**src/rtl/conv_layer_sequencer_if.sv**
```systemverilog
// conv_layer_sequencer_if -- control bundle between the layer sequencer and
// its environment (start/stall in, address-generator / MAC controls out).
//   start, stall           : requests into the sequencer
//   agen_rst, agen_en      : address-generator reset pulse and beat enable
//   mac_valid, acc_clr,
//   acc_last               : MAC-side beat qualifiers (pipeline aligned)
//   busy, done             : status
//   stall_cnt              : RUN-cycle stall counter (CONV_SEQ_PERF_EN only)
// Optional feature macro: CONV_SEQ_PERF_EN
// Modports: master = sequencer side, slave = environment side.
interface conv_layer_sequencer_if #(
  parameter int CNT_W = 20
);
  logic start;
  logic stall;
  logic agen_rst;
  logic agen_en;
  logic mac_valid;
  logic acc_clr;
  logic acc_last;
  logic busy;
  logic done;

  if (CNT_W < 1) begin : g_bad_cnt_w
    $error("CNT_W must be at least 1");
  end

`ifdef CONV_SEQ_PERF_EN
  logic [CNT_W-1:0] stall_cnt;

  modport master (
    input  start, stall,
    output agen_rst, agen_en, mac_valid, acc_clr, acc_last, busy, done,
           stall_cnt
  );
  modport slave (
    output start, stall,
    input  agen_rst, agen_en, mac_valid, acc_clr, acc_last, busy, done,
           stall_cnt
  );
`else
  modport master (
    input  start, stall,
    output agen_rst, agen_en, mac_valid, acc_clr, acc_last, busy, done
  );
  modport slave (
    output start, stall,
    input  agen_rst, agen_en, mac_valid, acc_clr, acc_last, busy, done
  );
`endif
endinterface

```
**src/rtl/conv_layer_sequencer.sv**
```systemverilog
// conv_layer_sequencer -- sequences one convolution layer run: resets the
// address generator, issues BEATS_PER_ACC*NUM_ACC beats (held off by stall),
// drains the PIPE_LAT-deep operand pipeline, then pulses done.
// Ports:
//   clk   : rising-edge clock
//   reset : synchronous, active-high
//   bus   : conv_layer_sequencer_if.master (start/stall in; agen_rst,
//           agen_en, mac_valid, acc_clr, acc_last, busy, done out;
//           stall_cnt out when CONV_SEQ_PERF_EN is defined)
// Optional feature macro: CONV_SEQ_PERF_EN (RUN-cycle stall counter).
module conv_layer_sequencer #(
  parameter int BEATS_PER_ACC = 9,
  parameter int NUM_ACC       = 4,
  parameter int PIPE_LAT      = 4,
  parameter int CNT_W         = 20
) (
  input  logic                   clk,
  input  logic                   reset,
  conv_layer_sequencer_if.master bus
);
  localparam int BW = (BEATS_PER_ACC > 1) ? $clog2(BEATS_PER_ACC) : 1;
  localparam int AW = (NUM_ACC > 1)       ? $clog2(NUM_ACC)       : 1;
  localparam int DW = (PIPE_LAT > 1)      ? $clog2(PIPE_LAT)      : 1;

  if (PIPE_LAT < 1 || PIPE_LAT > 16) begin : g_bad_lat
    $error("PIPE_LAT must be in 1..16");
  end
  if (BEATS_PER_ACC < 1 || NUM_ACC < 1 || CNT_W < 1) begin : g_bad_cfg
    $error("BEATS_PER_ACC, NUM_ACC and CNT_W must be at least 1");
  end

  typedef enum logic [2:0] {S_IDLE, S_INIT, S_RUN, S_DRAIN, S_DONE} state_t;

  // One pipeline slot per cycle: {valid, first, last}
  typedef struct packed {
    logic valid;
    logic first;
    logic last;
  } pipe_t;

  state_t        r_state, w_next;
  logic [BW-1:0] r_beat;
  logic [AW-1:0] r_acc;
  logic [DW-1:0] r_drain;
  pipe_t         r_pipe [PIPE_LAT];
  pipe_t         w_in;
  logic          w_agen_rst, w_agen_en, w_busy, w_done;
  logic          w_beat_last, w_acc_last;

  assign w_beat_last = (r_beat == BW'(BEATS_PER_ACC - 1));
  assign w_acc_last  = (r_acc  == AW'(NUM_ACC - 1));

  always_comb begin
    w_next     = r_state;
    w_agen_rst = 1'b0;
    w_agen_en  = 1'b0;
    w_busy     = 1'b1;
    w_done     = 1'b0;
    case (r_state)
      S_IDLE: begin
        w_busy = 1'b0;
        if (bus.start) w_next = S_INIT;
      end
      S_INIT: begin
        w_agen_rst = 1'b1;
        w_next     = S_RUN;
      end
      S_RUN: begin
        w_agen_en = !bus.stall;
        if (w_agen_en && w_beat_last && w_acc_last) w_next = S_DRAIN;
      end
      S_DRAIN: begin
        if (r_drain == DW'(PIPE_LAT - 1)) w_next = S_DONE;
      end
      S_DONE: begin
        w_done = 1'b1;
        w_next = S_IDLE;
      end
      default: w_next = S_IDLE;
    endcase
  end

  // Bubbles (agen_en=0) enter the pipe as all-zero slots.
  assign w_in = '{valid: w_agen_en,
                  first: w_agen_en && (r_beat == '0),
                  last:  w_agen_en && w_beat_last};

  always_ff @(posedge clk) begin
    if (reset) begin
      r_state <= S_IDLE;
      r_beat  <= '0;
      r_acc   <= '0;
      r_drain <= '0;
      for (int i = 0; i < PIPE_LAT; i++) r_pipe[i] <= '0;
    end else begin
      r_state   <= w_next;
      r_pipe[0] <= w_in;
      for (int i = 1; i < PIPE_LAT; i++) r_pipe[i] <= r_pipe[i-1];
      if (r_state == S_INIT) begin
        r_beat <= '0;
        r_acc  <= '0;
      end else if (w_agen_en) begin
        if (w_beat_last) begin
          r_beat <= '0;
          // wraps on the final issue so the counter never exceeds NUM_ACC-1
          r_acc  <= w_acc_last ? '0 : r_acc + 1'b1;
        end else begin
          r_beat <= r_beat + 1'b1;
        end
      end
      // counts 0..PIPE_LAT-1 while draining, cleared otherwise
      r_drain <= (r_state == S_DRAIN && w_next == S_DRAIN) ? r_drain + 1'b1 : '0;
    end
  end

  assign bus.agen_rst  = w_agen_rst;
  assign bus.agen_en   = w_agen_en;
  assign bus.busy      = w_busy;
  assign bus.done      = w_done;
  assign bus.mac_valid = r_pipe[PIPE_LAT-1].valid;
  assign bus.acc_clr   = r_pipe[PIPE_LAT-1].first;
  assign bus.acc_last  = r_pipe[PIPE_LAT-1].last;

`ifdef CONV_SEQ_PERF_EN
  logic [CNT_W-1:0] r_stall_cnt;

  // Saturating; holds its value after DONE until the next INIT.
  always_ff @(posedge clk) begin
    if (reset)                    r_stall_cnt <= '0;
    else if (r_state == S_INIT)   r_stall_cnt <= '0;
    else if (r_state == S_RUN && bus.stall && r_stall_cnt != '1)
                                  r_stall_cnt <= r_stall_cnt + 1'b1;
  end

  assign bus.stall_cnt = r_stall_cnt;
`endif
endmodule

```
**src/flat_wrapper.sv**
```systemverilog
// flat-port wrapper written by rule: the top's interface ports become plain ports
module conv_layer_sequencer_flat 
#(
  parameter int BEATS_PER_ACC = 9,
  parameter int NUM_ACC       = 4,
  parameter int PIPE_LAT      = 4,
  parameter int CNT_W         = 20
)
  (clk, reset, bus_start, bus_stall, bus_agen_rst, bus_agen_en, bus_mac_valid, bus_acc_clr, bus_acc_last, bus_busy, bus_done);
  conv_layer_sequencer_if #(.CNT_W(CNT_W)) bus_i ();
  input  logic clk;
  input  logic reset;
  input wire logic [$bits(bus_i.start)-1:0] bus_start;
  input wire logic [$bits(bus_i.stall)-1:0] bus_stall;
  output wire logic [$bits(bus_i.agen_rst)-1:0] bus_agen_rst;
  output wire logic [$bits(bus_i.agen_en)-1:0] bus_agen_en;
  output wire logic [$bits(bus_i.mac_valid)-1:0] bus_mac_valid;
  output wire logic [$bits(bus_i.acc_clr)-1:0] bus_acc_clr;
  output wire logic [$bits(bus_i.acc_last)-1:0] bus_acc_last;
  output wire logic [$bits(bus_i.busy)-1:0] bus_busy;
  output wire logic [$bits(bus_i.done)-1:0] bus_done;
  assign bus_i.start = bus_start;
  assign bus_i.stall = bus_stall;
  assign bus_agen_rst = bus_i.agen_rst;
  assign bus_agen_en = bus_i.agen_en;
  assign bus_mac_valid = bus_i.mac_valid;
  assign bus_acc_clr = bus_i.acc_clr;
  assign bus_acc_last = bus_i.acc_last;
  assign bus_busy = bus_i.busy;
  assign bus_done = bus_i.done;
  conv_layer_sequencer #(.BEATS_PER_ACC(BEATS_PER_ACC), .NUM_ACC(NUM_ACC), .PIPE_LAT(PIPE_LAT), .CNT_W(CNT_W)) u_core (.clk(clk), .reset(reset), .bus(bus_i));
endmodule
```
**config.mk**
```make
export PLATFORM = sky130hd
export DESIGN_NAME = conv_layer_sequencer_flat
export DESIGN_NICKNAME = d
export VERILOG_FILES = /design/src/rtl/conv_layer_sequencer_if.sv /design/src/rtl/conv_layer_sequencer.sv /design/src/flat_wrapper.sv
export SDC_FILE = /design/constraint.sdc
export NUM_CORES = 1
export LEC_CHECK = 0
export BUFFER_PORTS_ARGS = -buffer_cell sky130_fd_sc_hd__buf_2
export CAP_MARGIN = 20
export CORE_ASPECT_RATIO = 1.1
export CORE_MARGIN = 2
export CORE_UTILIZATION = 45
export CTS_BUF_LIST = sky130_fd_sc_hd__clkbuf_8
export DETAILED_ROUTE_END_ITERATION = 10
export GPL_ROUTABILITY_DRIVEN = 0
export PLACE_DENSITY = 0.74
export SYNTH_ARGS = -nofsm -noshare
export SYNTH_HDL_FRONTEND = slang
export SYNTH_SLANG_ARGS = --single-unit
export TNS_END_PERCENT = 1
```
**constraint.sdc**
```tcl
create_clock -name clk -period 3.3 [get_ports clk]
set_clock_uncertainty 0.1 [all_clocks]
set_input_delay 0.825 -clock clk [delete_from_list [all_inputs] [get_ports clk]]
set_output_delay 0.825 -clock clk [all_outputs]
set_load 0.01 [all_outputs]
```
* Yosys cells after proc, flatten, opt, wreduce, memory -nomap -nowiden
Memories as Yosys holds them, arrays and structs flattened.
Cells that the tools add are included.
** Word-level totals
- Output and inout bits :: 7
- Register bits :: 11
- Memories :: 1
- RAM bits :: 12
- Logic and storage cells :: 49
- Bits of input ports :: 4
** Cells by class
- Add/sub/neg operators :: 3
- Equal/unequal tests :: 8
- Reduce and logical (&&, ||, !) cells :: 11
- Mux-type cells :: 17
- Bitwise operators :: 5
** Memories
- u_core.r_pipe :: depth 4, bits a word 3, read ports 4, clocked after memory_dff 0, write ports 4, line conv_layer_sequencer.sv:45 : pipe_t r_pipe [PIPE_LAT];
** Operators by type and width (count)
- $mux 3 :: 7
- $pmux 3 s4 :: 1
- $eq 3x2->1 const B :: 3
- $mux 1 :: 7
- $logic_and 1x1->1 :: 5
- $add 2x1->2 const B :: 2
- $add 4x1->4 const B :: 1
- $eq 2x2->1 const B :: 2
- $eq 4x4->1 const B :: 1
- $logic_not 4->1 :: 1
- $mux 4 :: 1
- $or 1x1->1 :: 4
- $reduce_or 2->1 :: 2
- $eq 3x1->1 const B :: 1
- $eq 3x3->1 const B :: 1
- $logic_not 3->1 :: 1
- $mux 2 :: 1
- $reduce_and 2->1 :: 1
- $logic_not 1->1 :: 1
- $not 1->1 :: 1

* Depth between registers and ports, before layout
- Word-level depth :: 9
- Depth in mapped cells :: 5
- Mapped depth without buffers :: 5

* Least setup slack after synthesis
Ideal clock, no wire load.
- Path kind :: input port to output port
- Start point :: in bus_stall
- End point :: out bus_agen_en
- Stages on the path :: 3
- Setup slack :: 0.766 ns
- Buffers on the path :: 1
- Data arrival time :: 1.609 ns
- Required time :: 2.375 ns
- Cell sequence :: or4b_4 > buf_6 > inv_1
** Between the ends
- Word-level cells in the longest chain between the ends :: 2
** Ends and longest elaborated chain
- start, declared :: line flat_wrapper.sv:14 : input wire logic [$bits(bus_i.stall)-1:0] bus_stall;
- $logic_not 1->1 :: line conv_layer_sequencer.sv:69 : w_agen_en = !bus.stall;
- $mux 1 :: line conv_layer_sequencer.sv:59 : case (r_state)
- end, declared :: line flat_wrapper.sv:16 : output wire logic [$bits(bus_i.agen_en)-1:0] bus_agen_en;
Every way passes these cells.

* Worst setup path in the final report
Same ends and word-level chain as after synthesis.

==> impl_results.md <==
- Grt ovf: 0
- Routed Wire Length: 1230 um
- Width of the die: 45.4 um
- Maxcap violations: 0
- Wire per inst: 10.8 um
- Critical Path Start: bus_stall
- Postcts setup bufs: 0
- DPL Wire Length: 893 um
- Hold Path Class: flop to flop
- Reg-to-reg endpoint: u_core.r_acc[0]
- Ys async rst share: 0%
- Leakage: 0.393 nW
- Slack of the worst reg-to-reg path: 1.50 ns
- DRT antenna net count: 0
- Internal: 0.000376 W
- #FFs+latches synth: 23
- Full die area: 2250 um^2
- Clock power share: 34.8%
- Cell variety after synth: 26
- H-tree levels: 1
- PostCTS Resize Cnt: 0
- Worst Setup Path Type: input port to primary output
- Worst Reg-to-Reg Cells: 3
- First-pass GRT wire length: 2140 um
- RSZ-0062 raised after global routing: false
- Area contributors post-synth: dfxtp_1 (54%), nor2b_1 (6.6%), ha_1 (5.9%)
- Crit path launch type: input port
- Root buffer cell: clkbuf_8
- Cells after Synth: 85
- Number of flops mapped to enable cells by yosys: 0
- Crit share post-route: 83.7%
- CP arrival: 1.84 ns
- Post-synth top area share: 54.2%
- Sink Count: 23
- Most instantiated cells after synthesis: dfxtp_1 (23), nor2b_1 (9)
- Initial antenna violation count: 0
- Worst setup margin: 0.539 ns
- Starting density of the core: 47.7%
- Vias in the first global route: 530
- Crit. End Element: primary output
- Final Setup Violations: 0
- Most numerous cell in the Yosys netlist: dfxtp_1
- Pwr dens: 501 nW/um^2
- Setup total negative slack: 0 ns
- CP Max Fanout: 11
- Core area: 1780 um^2
- Mapped Area: 850 um^2
- Top FF cell, synth: dfxtp_1
- Fmax: 0.362 GHz
- Period minus WS final: 2.76 ns
- Status: completed
- Share of cells above drive strength 1: 19.8%
- Clock Tree Buf Depth: 2
- Height of the chip: 49.6 um
- Switching power: 0.000100 W
- Layout Nets: 105
- Worst setup path end: bus_agen_en
- First-pass DRT Iterations: 3
- Reg-to-Reg Start: u_core.r_state[2]
- Req. time, crit path: 2.37 ns
- Warnings from Yosys: 0
- DR DRC count: 0
- Switching fraction of total power: 21.0%
- Finished Core Util: 53.3%
- Synthesized net count: 93
- VDD IR-drop max: 215 uV
- FP Rows: 16
- Syn Area/Cell: 9.99 um^2
- Pre-CTS WS: 0.546 ns
- Rel. slew slack: 82.5%
- GRT Resource Usage Total: 12.9%
- # diodes: 0
- CTS tree: built
- Clock insertion delay at the later pin of the skew report: 0.26 ns
- Via/cell ratio: 5.27
- Sequential share of the synthesized area: 54.2%
- Logic pwr share: 5.2%
- Num CTS Buffers: 3
- Max-slew violations: 0
- Worst-path clk slew: 0.07 ns
- Sequential Power Share: 59.9%
- Synth area leader: dfxtp_1
- IO Pins: 11
- Iteration-0 DRC count of the detailed router: 7
- IO buf count: 10
- Pin count of the biggest net entering global routing: 18
- Via count: 601
- Fin. Hold Viols: 0
- Area grow syn2layout: 11.8%
- Hold buffers post-CTS: 0
- Slew at the pin closest to its max-slew limit: 0.258 ns
registers in the layout (all words and copies together) (netlist names):
register and cells:
u_core.r_pipe 12, u_core.r_drain 2, u_core.r_beat 4, u_core.r_acc 2, u_core.r_state 3
per-stage QoR:
stage               total power (W)  std cells  instance area [um^2]  hold slack [ns]
CTS                        0.000482        114                   950            0.336
global route               0.000498        114                   950            0.350
detailed placement         0.000317        110                   903            0.324
finish                     0.000476        114                   950            0.329
global placement           0.000316        110                   903            0.305
floorplan                  0.000309         85                   850            0.296
kinds of logic after synthesis:
kind of cell / after synthesis / synth area share [%]
adder cells (fa/ha/maj): 4 / 5.89
AO/OA/AOI/OAI: 11 / 7.81
flip-flops: 23 / 54.2
buffers and inverters: 8 / 4.42
AND/OR/NAND/NOR: 39 / 27.7
critical path, stage by stage:
cell	delay, ns
buf_2	0.10
or4b_4	0.55
inv_1	0.20
buf_2	0.17
power groups by stage:
stage / combinational [W] / clock, W / sequential (W)
2_1_floorplan: 0.0000183 / 0 / 0.000291
3_3_place_gp: 0.0000245 / 0 / 0.000291
3_5_place_dp: 0.0000251 / 0 / 0.000292
4_1_cts: 0.0000253 / 0.000172 / 0.000285
5_1_grt: 0.0000285 / 0.000184 / 0.000286
6_report: 0.0000248 / 0.000166 / 0.000285
cell usage in the layout (no fill, tap or decap):
| cell type | synthesis | final |
|---|---|---|
| a21oi_1 | 5 | 5 |
| a311oi_1 | 2 | 2 |
| a41oi_1 | 1 | 1 |
| and2_2 | 1 | 1 |
| and3b_1 | 1 | 1 |
| buf_2 | 0 | 10 |
| clkbuf_8 | 0 | 3 |
| clkinv_2 | 0 | 1 |
| dfxtp_1 | 23 | 23 |
| ha_1 | 4 | 4 |
| inv_1 | 5 | 5 |
| nand2_1 | 5 | 5 |
| nand2b_1 | 1 | 1 |
| nand3_1 | 5 | 5 |
| nand3b_1 | 2 | 2 |
| nor2_1 | 4 | 4 |
| nor2b_1 | 9 | 9 |
| nor3_1 | 2 | 2 |
| nor3b_1 | 1 | 1 |
| nor4_1 | 1 | 1 |
| nor4b_1 | 1 | 1 |
| o21ai_0 | 3 | 3 |
| or2_2 | 1 | 1 |
| or3_2 | 2 | 2 |
| or4_1 | 2 | 2 |
| or4b_4 | 1 | 1 |
how the worst min path moves through the flow:
stage / end / slack (ns) / startpoint / depth (start not counted)
floorplan: u_core.r_drain[0] / 0.30 / u_core.r_drain[0] / 1
global placement: u_core.r_drain[0] / 0.31 / u_core.r_drain[0] / 1
detailed placement: u_core.r_pipe[3][1] / 0.32 / u_core.r_pipe[2][1] / 1
CTS: u_core.r_drain[0] / 0.34 / u_core.r_drain[0] / 1
global route: u_core.r_drain[0] / 0.35 / u_core.r_drain[0] / 1
finish: u_core.r_drain[0] / 0.33 / u_core.r_drain[0] / 1
metal layers:
layer | track usage [%] | share of wire, % | vias to the layer above
met5 | 0 | 0 | -
met3 | 2.20 | 1.9 | 4
met4 | 8.82 | 2.4 | 0
met1 | 16.2 | 47 | 276
met2 | 19.5 | 48 | 8
li1 | - | - | 313
final cells by class:
class / instances / area [um^2]
clock buffer: 3 / 41.3
clock inverter: 1 / 5.00
fill: 172 / 832
inverter: 5 / 18.8
multi-input combinational: 54 / 352
sequential: 23 / 460
tap: 18 / 22.5
timing repair buffer: 10 / 50.0
No activity file was read; power rests on OpenSTA's default activity.
